`config.mk`:
```
export PLATFORM = sky130hd
export DESIGN_NAME = dram_port_arbiter_flat
export DESIGN_NICKNAME = d
export VERILOG_FILES = /design/src/rtl/dram_port_arbiter_if.sv /design/src/rtl/dram_port_arbiter.sv /design/src/flat_wrapper.sv
export SDC_FILE = /design/constraint.sdc
export NUM_CORES = 1
export LEC_CHECK = 0
export BUFFER_PORTS_ARGS = -buffer_cell sky130_fd_sc_hd__buf_4
export CORE_AREA = 2 2 122 124
export DETAILED_ROUTE_END_ITERATION = 16
export DIE_AREA = 0 0 124 126
export GPL_TIMING_DRIVEN = 0
export PLACE_DENSITY_LB_ADDON = 0.2
export SYNTH_ARGS = -nofsm -noshare
export SYNTH_HDL_FRONTEND = slang
export SYNTH_SLANG_ARGS = --single-unit
```
`constraint.sdc`:
```
create_clock -name CLK -period 5.92 [get_ports CLK]
set_input_delay 1.184 -clock CLK [delete_from_list [all_inputs] [get_ports CLK]]
set_output_delay 1.184 -clock CLK [all_outputs]
set_load 0.01 [all_outputs]
```
`src/rtl/dram_port_arbiter_if.sv`:
```
// rtl/dram_port_arbiter_if.sv - two-requester / one-DRAM-slave bus bundle for dram_port_arbiter
// slave modport is the arbiter's view; master modport is the surrounding requesters and DRAM.
interface dram_port_arbiter_if #(
    parameter int AW = 32,
    parameter int DW = 32
);
    logic              m0_req;
    logic [DW/8-1:0]   m0_we;
    logic [AW-1:0]     m0_addr;
    logic [DW-1:0]     m0_wdata;
    logic              m0_ack;
    logic              m0_rvalid;
    logic [DW-1:0]     m0_rdata;

    logic              m1_req;
    logic [DW/8-1:0]   m1_we;
    logic [AW-1:0]     m1_addr;
    logic [DW-1:0]     m1_wdata;
    logic              m1_ack;
    logic              m1_rvalid;
    logic [DW-1:0]     m1_rdata;

    logic              s_req;
    logic [DW/8-1:0]   s_we;
    logic [AW-1:0]     s_addr;
    logic [DW-1:0]     s_wdata;
    logic              s_ready;
    logic              s_rvalid;
    logic [DW-1:0]     s_rdata;

    modport slave (
        input  m0_req, m0_we, m0_addr, m0_wdata,
        output m0_ack, m0_rvalid, m0_rdata,
        input  m1_req, m1_we, m1_addr, m1_wdata,
        output m1_ack, m1_rvalid, m1_rdata,
        output s_req, s_we, s_addr, s_wdata,
        input  s_ready, s_rvalid, s_rdata
    );

    modport master (
        output m0_req, m0_we, m0_addr, m0_wdata,
        input  m0_ack, m0_rvalid, m0_rdata,
        output m1_req, m1_we, m1_addr, m1_wdata,
        input  m1_ack, m1_rvalid, m1_rdata,
        input  s_req, s_we, s_addr, s_wdata,
        output s_ready, s_rvalid, s_rdata
    );
endinterface

```
`src/rtl/dram_port_arbiter.sv`:
```
// rtl/dram_port_arbiter.sv - round-robin arbiter sharing one DRAM port between two requesters
// One transaction in flight; a watchdog turns an unanswered read into BAD_DATA plus a sticky err.
module dram_port_arbiter #(
    parameter int              AW       = 32,
    parameter int              DW       = 32,
    parameter int              TIMEOUT  = 1024,
    parameter logic [DW-1:0]   BAD_DATA = 32'hDEADDEAD
) (
    input  logic               CLK,
    input  logic               RST_X,
    dram_port_arbiter_if.slave bus,
    output logic               err,
    output logic               busy
);

    typedef enum logic [1:0] {
        IDLE    = 2'd0,
        ISSUE   = 2'd1,
        WAIT_RD = 2'd2
    } state_t;

    localparam logic [15:0] TO_LAST = 16'(TIMEOUT - 1);

    state_t          state_q, state_d;
    logic            grant_q, grant_d;
    logic            last_q,  last_d;
    logic [15:0]     cnt_q,   cnt_d;
    logic            err_q,   err_d;

    logic            req_g;
    logic [DW/8-1:0] we_g;
    logic [AW-1:0]   addr_g;
    logic [DW-1:0]   wdata_g;
    logic            issue;
    logic            accept;
    logic            rd_hit;
    logic            rd_to;
    logic            rvalid_g;
    logic [DW-1:0]   rdata_g;

    // Granted master's live request fields; the slave sees them only while in ISSUE.
    always_comb begin
        req_g   = grant_q ? bus.m1_req   : bus.m0_req;
        we_g    = grant_q ? bus.m1_we    : bus.m0_we;
        addr_g  = grant_q ? bus.m1_addr  : bus.m0_addr;
        wdata_g = grant_q ? bus.m1_wdata : bus.m0_wdata;
    end

    always_comb begin
        issue    = (state_q == ISSUE);
        accept   = issue && req_g && bus.s_ready;
        rd_hit   = (state_q == WAIT_RD) && bus.s_rvalid;
        rd_to    = (state_q == WAIT_RD) && !bus.s_rvalid && (cnt_q == TO_LAST);
        rvalid_g = rd_hit || rd_to;
        rdata_g  = rd_hit ? bus.s_rdata : BAD_DATA;
    end

    always_comb begin
        bus.s_req     = issue;
        bus.s_we      = issue ? we_g    : '0;
        bus.s_addr    = issue ? addr_g  : '0;
        bus.s_wdata   = issue ? wdata_g : '0;

        bus.m0_ack    = accept && !grant_q;
        bus.m1_ack    = accept &&  grant_q;
        bus.m0_rvalid = rvalid_g && !grant_q;
        bus.m1_rvalid = rvalid_g &&  grant_q;
        bus.m0_rdata  = (rvalid_g && !grant_q) ? rdata_g : '0;
        bus.m1_rdata  = (rvalid_g &&  grant_q) ? rdata_g : '0;

        err           = err_q;
        busy          = (state_q != IDLE);
    end

    always_comb begin
        state_d = state_q;
        grant_d = grant_q;
        last_d  = last_q;
        cnt_d   = cnt_q;
        err_d   = err_q;

        case (state_q)
            IDLE: begin
                if (bus.m0_req || bus.m1_req) begin
                    // Contention goes to whoever was not served last.
                    grant_d = (bus.m0_req && bus.m1_req) ? ~last_q : bus.m1_req;
                    state_d = ISSUE;
                end
            end
            ISSUE: begin
                if (!req_g) begin
                    state_d = IDLE;
                end else if (bus.s_ready) begin
                    last_d = grant_q;
                    if (we_g != '0) begin
                        state_d = IDLE;
                    end else begin
                        state_d = WAIT_RD;
                        cnt_d   = '0;
                    end
                end
            end
            WAIT_RD: begin
                cnt_d = cnt_q + 16'd1;
                if (bus.s_rvalid) begin
                    state_d = IDLE;
                end else if (cnt_q == TO_LAST) begin
                    state_d = IDLE;
                    err_d   = 1'b1;
                end
            end
            default: state_d = IDLE;
        endcase

        // Read data nobody is waiting for points at a confused controller.
        if (bus.s_rvalid && (state_q != WAIT_RD)) begin
            err_d = 1'b1;
        end
    end

    always_ff @(posedge CLK or negedge RST_X) begin
        if (!RST_X) begin
            state_q <= IDLE;
            grant_q <= 1'b0;
            last_q  <= 1'b1;
            cnt_q   <= '0;
            err_q   <= 1'b0;
        end else begin
            state_q <= state_d;
            grant_q <= grant_d;
            last_q  <= last_d;
            cnt_q   <= cnt_d;
            err_q   <= err_d;
        end
    end

endmodule

```
`src/flat_wrapper.sv`:
```
// flat-port wrapper written by rule: the top's interface ports become plain ports
module dram_port_arbiter_flat 
#(
    parameter int              AW       = 32,
    parameter int              DW       = 32,
    parameter int              TIMEOUT  = 1024,
    parameter logic [DW-1:0]   BAD_DATA = 32'hDEADDEAD
)
  (CLK, RST_X, err, busy, bus_m0_req, bus_m0_we, bus_m0_addr, bus_m0_wdata, bus_m0_ack, bus_m0_rvalid, bus_m0_rdata, bus_m1_req, bus_m1_we, bus_m1_addr, bus_m1_wdata, bus_m1_ack, bus_m1_rvalid, bus_m1_rdata, bus_s_req, bus_s_we, bus_s_addr, bus_s_wdata, bus_s_ready, bus_s_rvalid, bus_s_rdata);
  dram_port_arbiter_if #(.AW(AW), .DW(DW)) bus_i ();
  input  logic CLK;
  input  logic RST_X;
  output logic err;
  output logic busy;
  input wire logic [$bits(bus_i.m0_req)-1:0] bus_m0_req;
  input wire logic [$bits(bus_i.m0_we)-1:0] bus_m0_we;
  input wire logic [$bits(bus_i.m0_addr)-1:0] bus_m0_addr;
  input wire logic [$bits(bus_i.m0_wdata)-1:0] bus_m0_wdata;
  output wire logic [$bits(bus_i.m0_ack)-1:0] bus_m0_ack;
  output wire logic [$bits(bus_i.m0_rvalid)-1:0] bus_m0_rvalid;
  output wire logic [$bits(bus_i.m0_rdata)-1:0] bus_m0_rdata;
  input wire logic [$bits(bus_i.m1_req)-1:0] bus_m1_req;
  input wire logic [$bits(bus_i.m1_we)-1:0] bus_m1_we;
  input wire logic [$bits(bus_i.m1_addr)-1:0] bus_m1_addr;
  input wire logic [$bits(bus_i.m1_wdata)-1:0] bus_m1_wdata;
  output wire logic [$bits(bus_i.m1_ack)-1:0] bus_m1_ack;
  output wire logic [$bits(bus_i.m1_rvalid)-1:0] bus_m1_rvalid;
  output wire logic [$bits(bus_i.m1_rdata)-1:0] bus_m1_rdata;
  output wire logic [$bits(bus_i.s_req)-1:0] bus_s_req;
  output wire logic [$bits(bus_i.s_we)-1:0] bus_s_we;
  output wire logic [$bits(bus_i.s_addr)-1:0] bus_s_addr;
  output wire logic [$bits(bus_i.s_wdata)-1:0] bus_s_wdata;
  input wire logic [$bits(bus_i.s_ready)-1:0] bus_s_ready;
  input wire logic [$bits(bus_i.s_rvalid)-1:0] bus_s_rvalid;
  input wire logic [$bits(bus_i.s_rdata)-1:0] bus_s_rdata;
  assign bus_i.m0_req = bus_m0_req;
  assign bus_i.m0_we = bus_m0_we;
  assign bus_i.m0_addr = bus_m0_addr;
  assign bus_i.m0_wdata = bus_m0_wdata;
  assign bus_m0_ack = bus_i.m0_ack;
  assign bus_m0_rvalid = bus_i.m0_rvalid;
  assign bus_m0_rdata = bus_i.m0_rdata;
  assign bus_i.m1_req = bus_m1_req;
  assign bus_i.m1_we = bus_m1_we;
  assign bus_i.m1_addr = bus_m1_addr;
  assign bus_i.m1_wdata = bus_m1_wdata;
  assign bus_m1_ack = bus_i.m1_ack;
  assign bus_m1_rvalid = bus_i.m1_rvalid;
  assign bus_m1_rdata = bus_i.m1_rdata;
  assign bus_s_req = bus_i.s_req;
  assign bus_s_we = bus_i.s_we;
  assign bus_s_addr = bus_i.s_addr;
  assign bus_s_wdata = bus_i.s_wdata;
  assign bus_i.s_ready = bus_s_ready;
  assign bus_i.s_rvalid = bus_s_rvalid;
  assign bus_i.s_rdata = bus_s_rdata;
  dram_port_arbiter #(.AW(AW), .DW(DW), .TIMEOUT(TIMEOUT), .BAD_DATA(BAD_DATA)) u_core (.CLK(CLK), .RST_X(RST_X), .bus(bus_i), .err(err), .busy(busy));
endmodule
```
==> impl_metrics.tcl, run 1 <==
set metrics [dict create \
    drt_iter0_markers 223 \
    hp-start "u_core.cnt_q[15]" \
    fin_crit_sh 0.607 \
    initial_core_util 0.193 \
    cp_slowest_cell "dfrtp_1" \
    grtUsageTotal 0.182 \
    cts_tree "yes" \
    power_density_nw_per_um2 281 \
    post_drt_wl_per_cell_um 17.1 \
    max_cap_viol_count 0 \
    drive_above_1_share 0.453 \
    ff2ff_path_depth 6 \
    path_clk_slew_ns 0.06 \
    drc_errors 0 \
    syn_avg_cell_area_um2 6.74 \
    hp-class "register to register" \
    yosysTopAreaCellShare 0.257 \
    setup_violations 0 \
    rr_startpoint "u_core.state_q[1]" \
    place_congestion 0.934 \
    crit_top_cell "buf_2" \
    dp.cells 906 \
    overflow 0 \
    clock_latency_ns 0.25 \
    max_slew_margin 0.540 \
    synth_edf_count 0 \
    htree_levels 1 \
    num_rows 44 \
    dr.pass1.iters 6 \
    post-cts-setup-buffers 0 \
    ir_drop_mv 0.0983 \
    hold_viol_final 0 \
    cp_top_family "buffers and inverters" \
    worst_pin_slew_ns 0.690 \
    ys.flop_type "dfrtp_1" \
    die_area_um2 15600 \
    cp-start-kind "register" \
    crit_buf_inv 4 \
    die_x_um 124 \
    setup-tns-final_ns 0 \
    syn2layout_area_growth_pct 96.0 \
    ys_seq_elements 21 \
    worst_r2r_endpoint "u_core.cnt_q[1]" \
    layout_common_cells "buf_4 (312), nor2_1 (129), mux2i_1 (71)" \
    clockPowerShare 0.094 \
    rsz0062_at_grt "no" \
    cp-startpoint "u_core.cnt_q[0]" \
    p_leak_nw 3.00 \
    synth_largest_area_cell "mux2i_1" \
    final_common_cell "buf_4" \
    routed_wl_mm 15.6 \
    cts-root-buf "clkbuf_16" \
    worst-path-stages 9 \
    io_pins 313 \
    maxSlewViolCount 0 \
    yosysWarnings 0 \
    post_cts_resized 0 \
    vias_per_cell 4.58 \
    fp.coreArea_um2 14300 \
    synthCells 410 \
    place_hpwl_mm 13.1 \
    synth_area_leaders "mux2i_1 (26%), dfrtp_1 (18%), nor2_1 (18%), o21ai_0 (9.8%), and3_1 (5.4%)" \
    synth_seq_area_share 0.190 \
    rrSetupSlack_ns 3.84 \
    num-nets-final 902 \
    syn_area_um2 2770 \
    cp-end-kind "output pin" \
    grt_pass1_wl_mm 22.2 \
    synthArstFlopShare 1.00 \
    arrival_ns 2.41 \
    io_buffers 312 \
    grt_max_degree 22 \
    vias 4172 \
    grt_pass1_vias 4101 \
    whs_path_depth 1 \
    whs_endpoint "u_core.cnt_q[15]" \
    ant_nets 0 \
    power.switching_mw 0.701 \
    final_cells 911 \
    cts_made_buffers 3 \
    antenna_found_initial 1 \
    slowest_delay_ns 0.41 \
    worst-path-max-fanout 10 \
    crit_chain "ha_1, and3_1, clkbuf_1, and4_1, a41oi_1, buf_2, buf_2, nor2_1, buf_4" \
    synthDistinctLibCells 39 \
    status "finished clean" \
    clockBufferDepth 2 \
    swShare 0.459 \
    sequentialPowerShare 0.179 \
    internal_power_mw 0.825 \
    cts_hold_buf 0 \
    synth_nets 585 \
    fin_crit_ns 3.60 \
    clock-sinks 21 \
    die_h_um 126 \
    power.share.combinational 0.727 \
    fin_skew_ns 0.00150 \
    crit_type "register to output pin" \
    fmax_ghz 0.278 \
    required_ns 4.74 \
]
-- stage by stage --
stage	utilization	setup slack [ns]	hold WS (ns)	area, um^2	total power [mW]
final	0.379	2.32	0.495	5420	1.53
after global placement	0.373	2.47	0.465	5340	1.37
after CTS	0.378	2.30	0.493	5420	1.54
after global routing	0.379	2.12	0.514	5420	1.63
after floorplan	-	2.90	0.452	2770	0.874
after detailed placement	0.373	2.47	0.475	5340	1.38
-- kinds of logic (layout without fill, tap and decap cells) --
kind of cell    count (synthesis)  in the layout  synth area share
xor+xnor                        4              4            0.0127
flops                          21             21             0.190
fa+ha+maj                       1              1           0.00452
compound gates                 75             75             0.152
buf+inv                        46            362            0.0674
simple gates                  191            191             0.311
mux                            72             72             0.261
other cells                     0              1                 0
-- power by group through the flow --
stage / Combinational (mW) / Sequential (mW) / Clock [mW]
finish: 1.11 / 0.273 / 0.144
global route: 1.19 / 0.285 / 0.153
CTS: 1.11 / 0.273 / 0.149
detailed placement: 1.11 / 0.274 / 0
global placement: 1.10 / 0.271 / 0
floorplan: 0.619 / 0.255 / 0
-- final cells by class --
type	instances	area, um^2
multi-input combinational	343	2050
clock buffer	4	78.8
fill	1552	8890
inverter	8	30.0
sequential	21	527
antenna	1	2.50
timing repair buffer	312	2340
buffer	38	156
tap	184	230
-- synth_stat cells, drive strengths merged (2+ instances only) --
master / count
nor3: 4
a21oi: 4
a41oi: 2
nand3: 6
nand2b: 4
o211ai: 3
or3: 2
and4: 3
clkbuf: 27
nor2b: 2
dfrtp: 20
nand2: 7
o21ai: 55
o31ai: 2
a21o: 2
buf: 11
xor2: 4
inv: 8
nand4: 5
nor2: 129
mux2i: 71
and3: 24
-- metal layers --
layer,wire [um],up-vias,global-route usage
met5,0,-,0
met4,310,0,0.0449
met3,1510,16,0.0448
met2,7910,195,0.337
met1,5890,1912,0.204
li1,-,2049,-
-- how the worst max path moves through the flow --
stage	end
after detailed placement	bus_m0_rdata[0]
after global routing	bus_m0_rdata[15]
after CTS	bus_m0_rdata[15]
after global placement	bus_m0_rdata[0]
final	bus_m0_rdata[0]
after floorplan	bus_m0_rdata[0]
-- state kept, by name (all words and copies together), names as in the netlist --
name,cells
u_core.cnt_q,16
u_core.state_q,2
u_core.err,1
u_core.grant_q,1
u_core.last_q,1
(Power assumes the default switching activity.)
==> run 2: changes to the inputs <==
CORE_AREA = 2 2 123 125   (was 2 2 122 124)
DIE_AREA = 0 0 125 127   (was 0 0 124 126)
clock period = 3.4 ns   (was 5.92 ns; I/O delays follow)
==> impl_metrics.tcl, run 2 (same netlist as run 1, synthesis figures left out) <==
set metrics [dict create \
    seqCellArea_um2 527 \
    power_density_nw_per_um2 492 \
    path_clk_slew_ns 0.07 \
    required_ns 2.72 \
    max_slew_margin 0.576 \
    antenna_found_initial 0 \
    overflow 0 \
    grt_max_degree 22 \
    post_drt_wl_per_cell_um 17.8 \
    hold_slack_ns 0.296 \
    vias_per_cell 4.59 \
    drive_above_1_share 0.455 \
    antenna_cells 0 \
    vias 4176 \
    syn2layout_area_growth_pct 96.0 \
    layout_common_cells "buf_4 (312), nor2_1 (129), mux2i_1 (71)" \
    setup-tns-final_ns 0 \
    place_hpwl_mm 13.5 \
    fmax_ghz 0.318 \
    dr.pass1.iters 4 \
    final_common_cell "buf_4" \
    place_congestion 0.976 \
    worst-path-max-fanout 10 \
    top_regs "u_core.cnt_q x16, u_core.state_q x2" \
    hold_viol_final 0 \
    post_cts_resized 0 \
    num-nets-final 902 \
    worst_pin_slew_ns 0.636 \
    die_h_um 127 \
    grtUsageTotal 0.184 \
    fp.coreArea_um2 14400 \
    initial_core_util 0.192 \
    io_buffers 312 \
    grt_pass1_wl_mm 23.4 \
    place_area_um2 5340 \
    cp-end-kind "output pin" \
    routed_wl_mm 16.2 \
    largest_reg_flops 16 \
    clock_latency_ns 0.26 \
    fin_crit_sh 0.926 \
    rsz0062_at_grt "no" \
    htree_levels 1 \
    cp-start-kind "register" \
    setup_violations 0 \
    worst_slack_ns 0.251 \
    hp-class "input port to asynchronous set/reset pin" \
    dp_slack_ns 0.535 \
    crit_type "register to output pin" \
    final_util 0.376 \
    grt_pass1_vias 4055 \
    ir_drop_mv 0.264 \
    cts_tree "yes" \
    multi_input_area_um2 2050 \
    drc_errors 0 \
    arrival_ns 2.47 \
    status "finished clean" \
    p_leak_nw 3.00 \
    ant_nets 0 \
    post-cts-setup-buffers 0 \
    maxSlewViolCount 0 \
    io_pins 313 \
    max_cap_viol_count 0 \
    clockBufferDepth 2 \
    die_x_um 125 \
    stdcell_area_um2 5420 \
    fin_skew_ns 0.0122 \
    cts_hold_buf 0 \
    top_register "u_core.cnt_q" \
    cts-root-buf "clkbuf_16" \
    fin_crit_ns 3.15 \
    num_rows 44 \
    drt_iter0_markers 194 \
    fillers 1539 \
    die_area_um2 15900 \
    clock-sinks 21 \
    cts_made_buffers 3 \
]
==> run 2: cell types whose count changed in the layout (fill, tap and decap cells not counted) <==
| cell | delta |
|---|---|
| clkbuf_1 | -1 |
| clkinvlp_4 | +1 |
| diode_2 | -1 |
==> run 2: area by class of cell <==
| type | count | share of cell area |
|---|---|---|
| buffer | 38 | 0.0289 |
| clock buffer | 3 | 0.0139 |
| clock inverter | 1 | 0.00139 |
| inverter | 8 | 0.00554 |
| multi-input combinational | 343 | 0.379 |
| sequential | 21 | 0.0972 |
| tap | 184 | 0.0425 |
| timing repair buffer | 312 | 0.432 |
==> run 2: worst max-delay path, cell delays in order (launching register included) <==
cell      delay [ns]
dfrtp_1         0.41
ha_1            0.23
and3_1          0.18
clkbuf_1        0.16
and4_1          0.29
a41oi_1         0.21
buf_2           0.24
buf_2           0.24
nor2_1          0.09
buf_4           0.15
==> run 2: worst paths after layout <==
check | startpoint | endpoint | slack, ns | depth (start not counted)
setup / recovery | u_core.cnt_q[0] | bus_m0_rdata[0] | 0.25 | 9
min in group CLK | u_core.cnt_q[15] | u_core.cnt_q[15] | 0.49 | 1
hold reg to reg | u_core.cnt_q[15] | u_core.cnt_q[15] | 0.49 | 1
setup reg to reg | u_core.state_q[1] | u_core.cnt_q[1] | 1.28 | 6
hold / removal | RST_X | u_core.cnt_q[1] | 0.30 | 1
max in group asynchronous | RST_X | u_core.last_q | 2.81 | 1
==> run 2: routing by layer <==
metal | share of wire | global-route usage | vias to the layer above | wire length (um)
met4 | 0.020 | 0.0405 | 0 | 323
met5 | 0 | 0 | - | 0
met2 | 0.51 | 0.341 | 188 | 8270
li1 | - | - | 2050 | -
met1 | 0.40 | 0.219 | 1924 | 6460
met3 | 0.068 | 0.0373 | 14 | 1100
==> run 2: where the power goes <==
| group | total (mW) | leakage [nW] | switching [mW] | internal, mW |
|---|---|---|---|---|
| logic | 1.93 | 2.72 | 1.01 | 0.915 |
| clock network | 0.261 | 0.0371 | 0.102 | 0.159 |
| registers | 0.477 | 0.236 | 0.117 | 0.359 |
==> run 2: metrics by stage <==
stage          instances  power, mW
6_report             910       2.67
5_1_grt              910       2.85
4_1_cts              910       2.68
3_5_place_dp         906       2.41
3_3_place_gp         906       2.38
2_1_floorplan        410       1.52
==> run 3: changes to the inputs <==
--- a/config.mk
+++ b/config.mk
@@ -6,8 +6,9 @@
 export NUM_CORES = 1
 export LEC_CHECK = 0
+export ABC_AREA = 1
 export BUFFER_PORTS_ARGS = -buffer_cell sky130_fd_sc_hd__buf_4
-export CORE_AREA = 2 2 123 125
+export CORE_AREA = 2 2 120 122
 export DETAILED_ROUTE_END_ITERATION = 16
-export DIE_AREA = 0 0 125 127
+export DIE_AREA = 0 0 122 124
 export GPL_TIMING_DRIVEN = 0
 export PLACE_DENSITY_LB_ADDON = 0.2
==> constraint.sdc (replaced) <==
create_clock -name CLK -period 3.4 [get_ports CLK]
set_input_delay 0 -clock CLK [delete_from_list [all_inputs] [get_ports CLK]]
set_output_delay 0 -clock CLK [all_outputs]
set_load 0.01 [all_outputs]
==> impl_metrics.tcl, run 3 <==
set metrics [dict create \
    worst-path-max-fanout 10 \
    maxSlewViolCount 0 \
    rrSetupSlack_ns 1.75 \
    ys.flop_type "dfrtp_1" \
    fp.coreArea_um2 13700 \
    max_cap_viol_count 0 \
    cp-end-kind "output pin" \
    status "finished clean" \
    syn_area_um2 2800 \
    synthArstFlopShare 1.00 \
    crit_chain "buf_6, inv_4, buf_2, clkbuf_1, nand2_1, a21oi_1, buf_4" \
    antenna_cells 0 \
    vias_per_cell 4.31 \
    drc_errors 0 \
    worst_r2r_endpoint "u_core.cnt_q[8]" \
    place_congestion 0.813 \
    syn2layout_area_growth_pct 95.3 \
    grt_pass1_wl_mm 22.5 \
    whs_path_depth 3 \
    synth_edf_count 0 \
    max_slew_margin 0.650 \
    place_hpwl_mm 13.9 \
    cp-start-kind "register" \
    largest_reg_flops 16 \
    post_drt_wl_per_cell_um 15.7 \
    rr_startpoint "u_core.grant_q" \
    setup-tns-final_ns 0 \
    ys_seq_elements 21 \
    required_ns 3.40 \
    hold_slack_ns 0.00591 \
    htree_levels 1 \
    cts_tree "yes" \
    fin_skew_ns 0.00533 \
    syn_avg_cell_area_um2 5.18 \
    layout_common_cells "buf_4 (312), nand2_1 (196), nor2_1 (115)" \
    synthCells 540 \
    initial_core_util 0.204 \
    dr.pass1.iters 4 \
    die_x_um 122 \
    clockBufferDepth 2 \
    fin_crit_ns 2.02 \
    grt_use_met1 0.225 \
    finalPower_mw 3.11 \
    yosys-top-cells-count "nand2_1 (196), nor2_1 (115), a21oi_1 (68)" \
    grt_max_degree 22 \
    cts_made_buffers 3 \
    clock-sinks 21 \
    cts-root-buf "clkbuf_16" \
    synthDistinctLibCells 27 \
    grtUsageTotal 0.194 \
    ir_drop_mv 0.239 \
    yosysTopAreaCellShare 0.263 \
    drt_iter0_markers 228 \
    vias 4478 \
    die_area_um2 15100 \
    dp.cells 1032 \
    grt_pass1_vias 4079 \
    crit_type "register to output pin" \
    top_regs "u_core.cnt_q x16, u_core.state_q x2" \
    synth_seq_area_share 0.188 \
    grtUsageMet2 0.354 \
    synth_largest_area_cell "nand2_1" \
    num-nets-final 1034 \
    fin_crit_sh 0.596 \
    final_cells 1038 \
    final_common_cell "buf_4" \
    slowest_delay_ns 0.38 \
    p_leak_nw 3.14 \
    power_density_nw_per_um2 569 \
    arrival_ns 2.02 \
    fmax_ghz 0.494 \
    rsz0062_at_grt "no" \
    yosysWarnings 0 \
    num_rows 43 \
    synth_area_leaders "nand2_1 (26%), dfrtp_1 (18%), nor2_1 (15%), a21oi_1 (12%), nand3_1 (5.9%)" \
    grtUsageMet3 0.0673 \
    io_buffers 312 \
    antenna_found_initial 0 \
    synth_most_common_cell "nand2_1" \
    io_pins 313 \
    overflow 0 \
    whs_endpoint "u_core.grant_q" \
    top_register "u_core.cnt_q" \
    die_h_um 124 \
    hp-class "input port to register" \
    setup_violations 0 \
    post-cts-setup-buffers 0 \
    hp-start "bus_m1_req" \
    path_clk_slew_ns 0.06 \
    cp_slowest_cell "clkbuf_1" \
    final_util 0.398 \
    clock_latency_ns 0.26 \
    routed_wl_mm 16.3 \
    drive_above_1_share 0.407 \
    ff2ff_path_depth 10 \
    ant_nets 0 \
    synth_nets 715 \
    hold_viol_final 0 \
    busiest_layer "met2" \
    worst_pin_slew_ns 0.525 \
]
[run 3: cell count changes after synthesis, moves of 24 or more]
cell	change
a21oi_1	+64
and3_1	-24
inv_1	+30
mux2i_1	-71
nand2_1	+189
nand3_1	+27
o21ai_0	-46
[run 3: cell families (layout without fill, tap and decap cells)]
group	after synthesis	in the layout	share of synthesized area
adders and majority gates	1	1	0.00447
DFF	21	21	0.188
and+or+nand+nor	360	360	0.525
buffers and inverters	74	392	0.127
xor gates and xnor gates	1	1	0.00313
AOI/OAI and AO/OA	83	83	0.153
[run 3: how the worst max path moves through the flow]
stage / cells past startpoint / slack [ns] / start / endpoint
6_report: 7 / 1.38 / u_core.grant_q / bus_s_addr[17]
5_1_grt: 7 / 1.17 / u_core.grant_q / bus_s_addr[17]
4_1_cts: 7 / 1.27 / u_core.grant_q / bus_s_addr[17]
3_5_place_dp: 7 / 1.56 / u_core.grant_q / bus_s_addr[17]
3_3_place_gp: 7 / 1.58 / u_core.grant_q / bus_s_addr[17]
2_1_floorplan: 8 / 1.99 / u_core.cnt_q[0] / bus_m0_rdata[22]
[run 3: per-layer routing]
metal,up-vias,routed length [um]
li1,2324,-
met1,1932,6240
met2,214,8330
met3,8,1650
met4,0,73
met5,-,0
[run 3: area by class of cell]
type	count	area (um^2)
Fill cell	1578	8250
Timing Repair Buffer	314	2360
Multi-Input combinational cell	445	1920
Sequential cell	21	527
Tap cell	180	225
Buffer	35	205
Inverter	39	149
Clock buffer	3	75.1
Clock inverter	1	5.00
[run 3: where the power goes]
part           leakage [nW]  internal [mW]  switching, mW  total [mW]
Sequential            0.249          0.368          0.129       0.497
Combinational          2.85          0.984           1.38        2.36
Clock                0.0409          0.158         0.0943       0.252
[run 3: timing repair]
item	4_1_cts	5_1_grt
hold endpoints to repair	22	0
gates resized for setup	0	0
hold buffers	2	0
[run 3: worst max-delay path, delay by kind of cell, from the launching register on]
family / cells / cell delay, ns
DFF: 1 / 0.37
buffers and inverters: 5 / 1.06
and+or+nand+nor: 1 / 0.09
AOI/OAI and AO/OA: 1 / 0.24
[run 3: stage by stage]
| stage | setup WS [ns] | cell area (um^2) |
|---|---|---|
| 2_1_floorplan | 1.99 | 2800 |
| 3_3_place_gp | 1.58 | 5370 |
| 3_5_place_dp | 1.56 | 5370 |
| 4_1_cts | 1.27 | 5470 |
| 5_1_grt | 1.17 | 5470 |
| 6_report | 1.38 | 5470 |
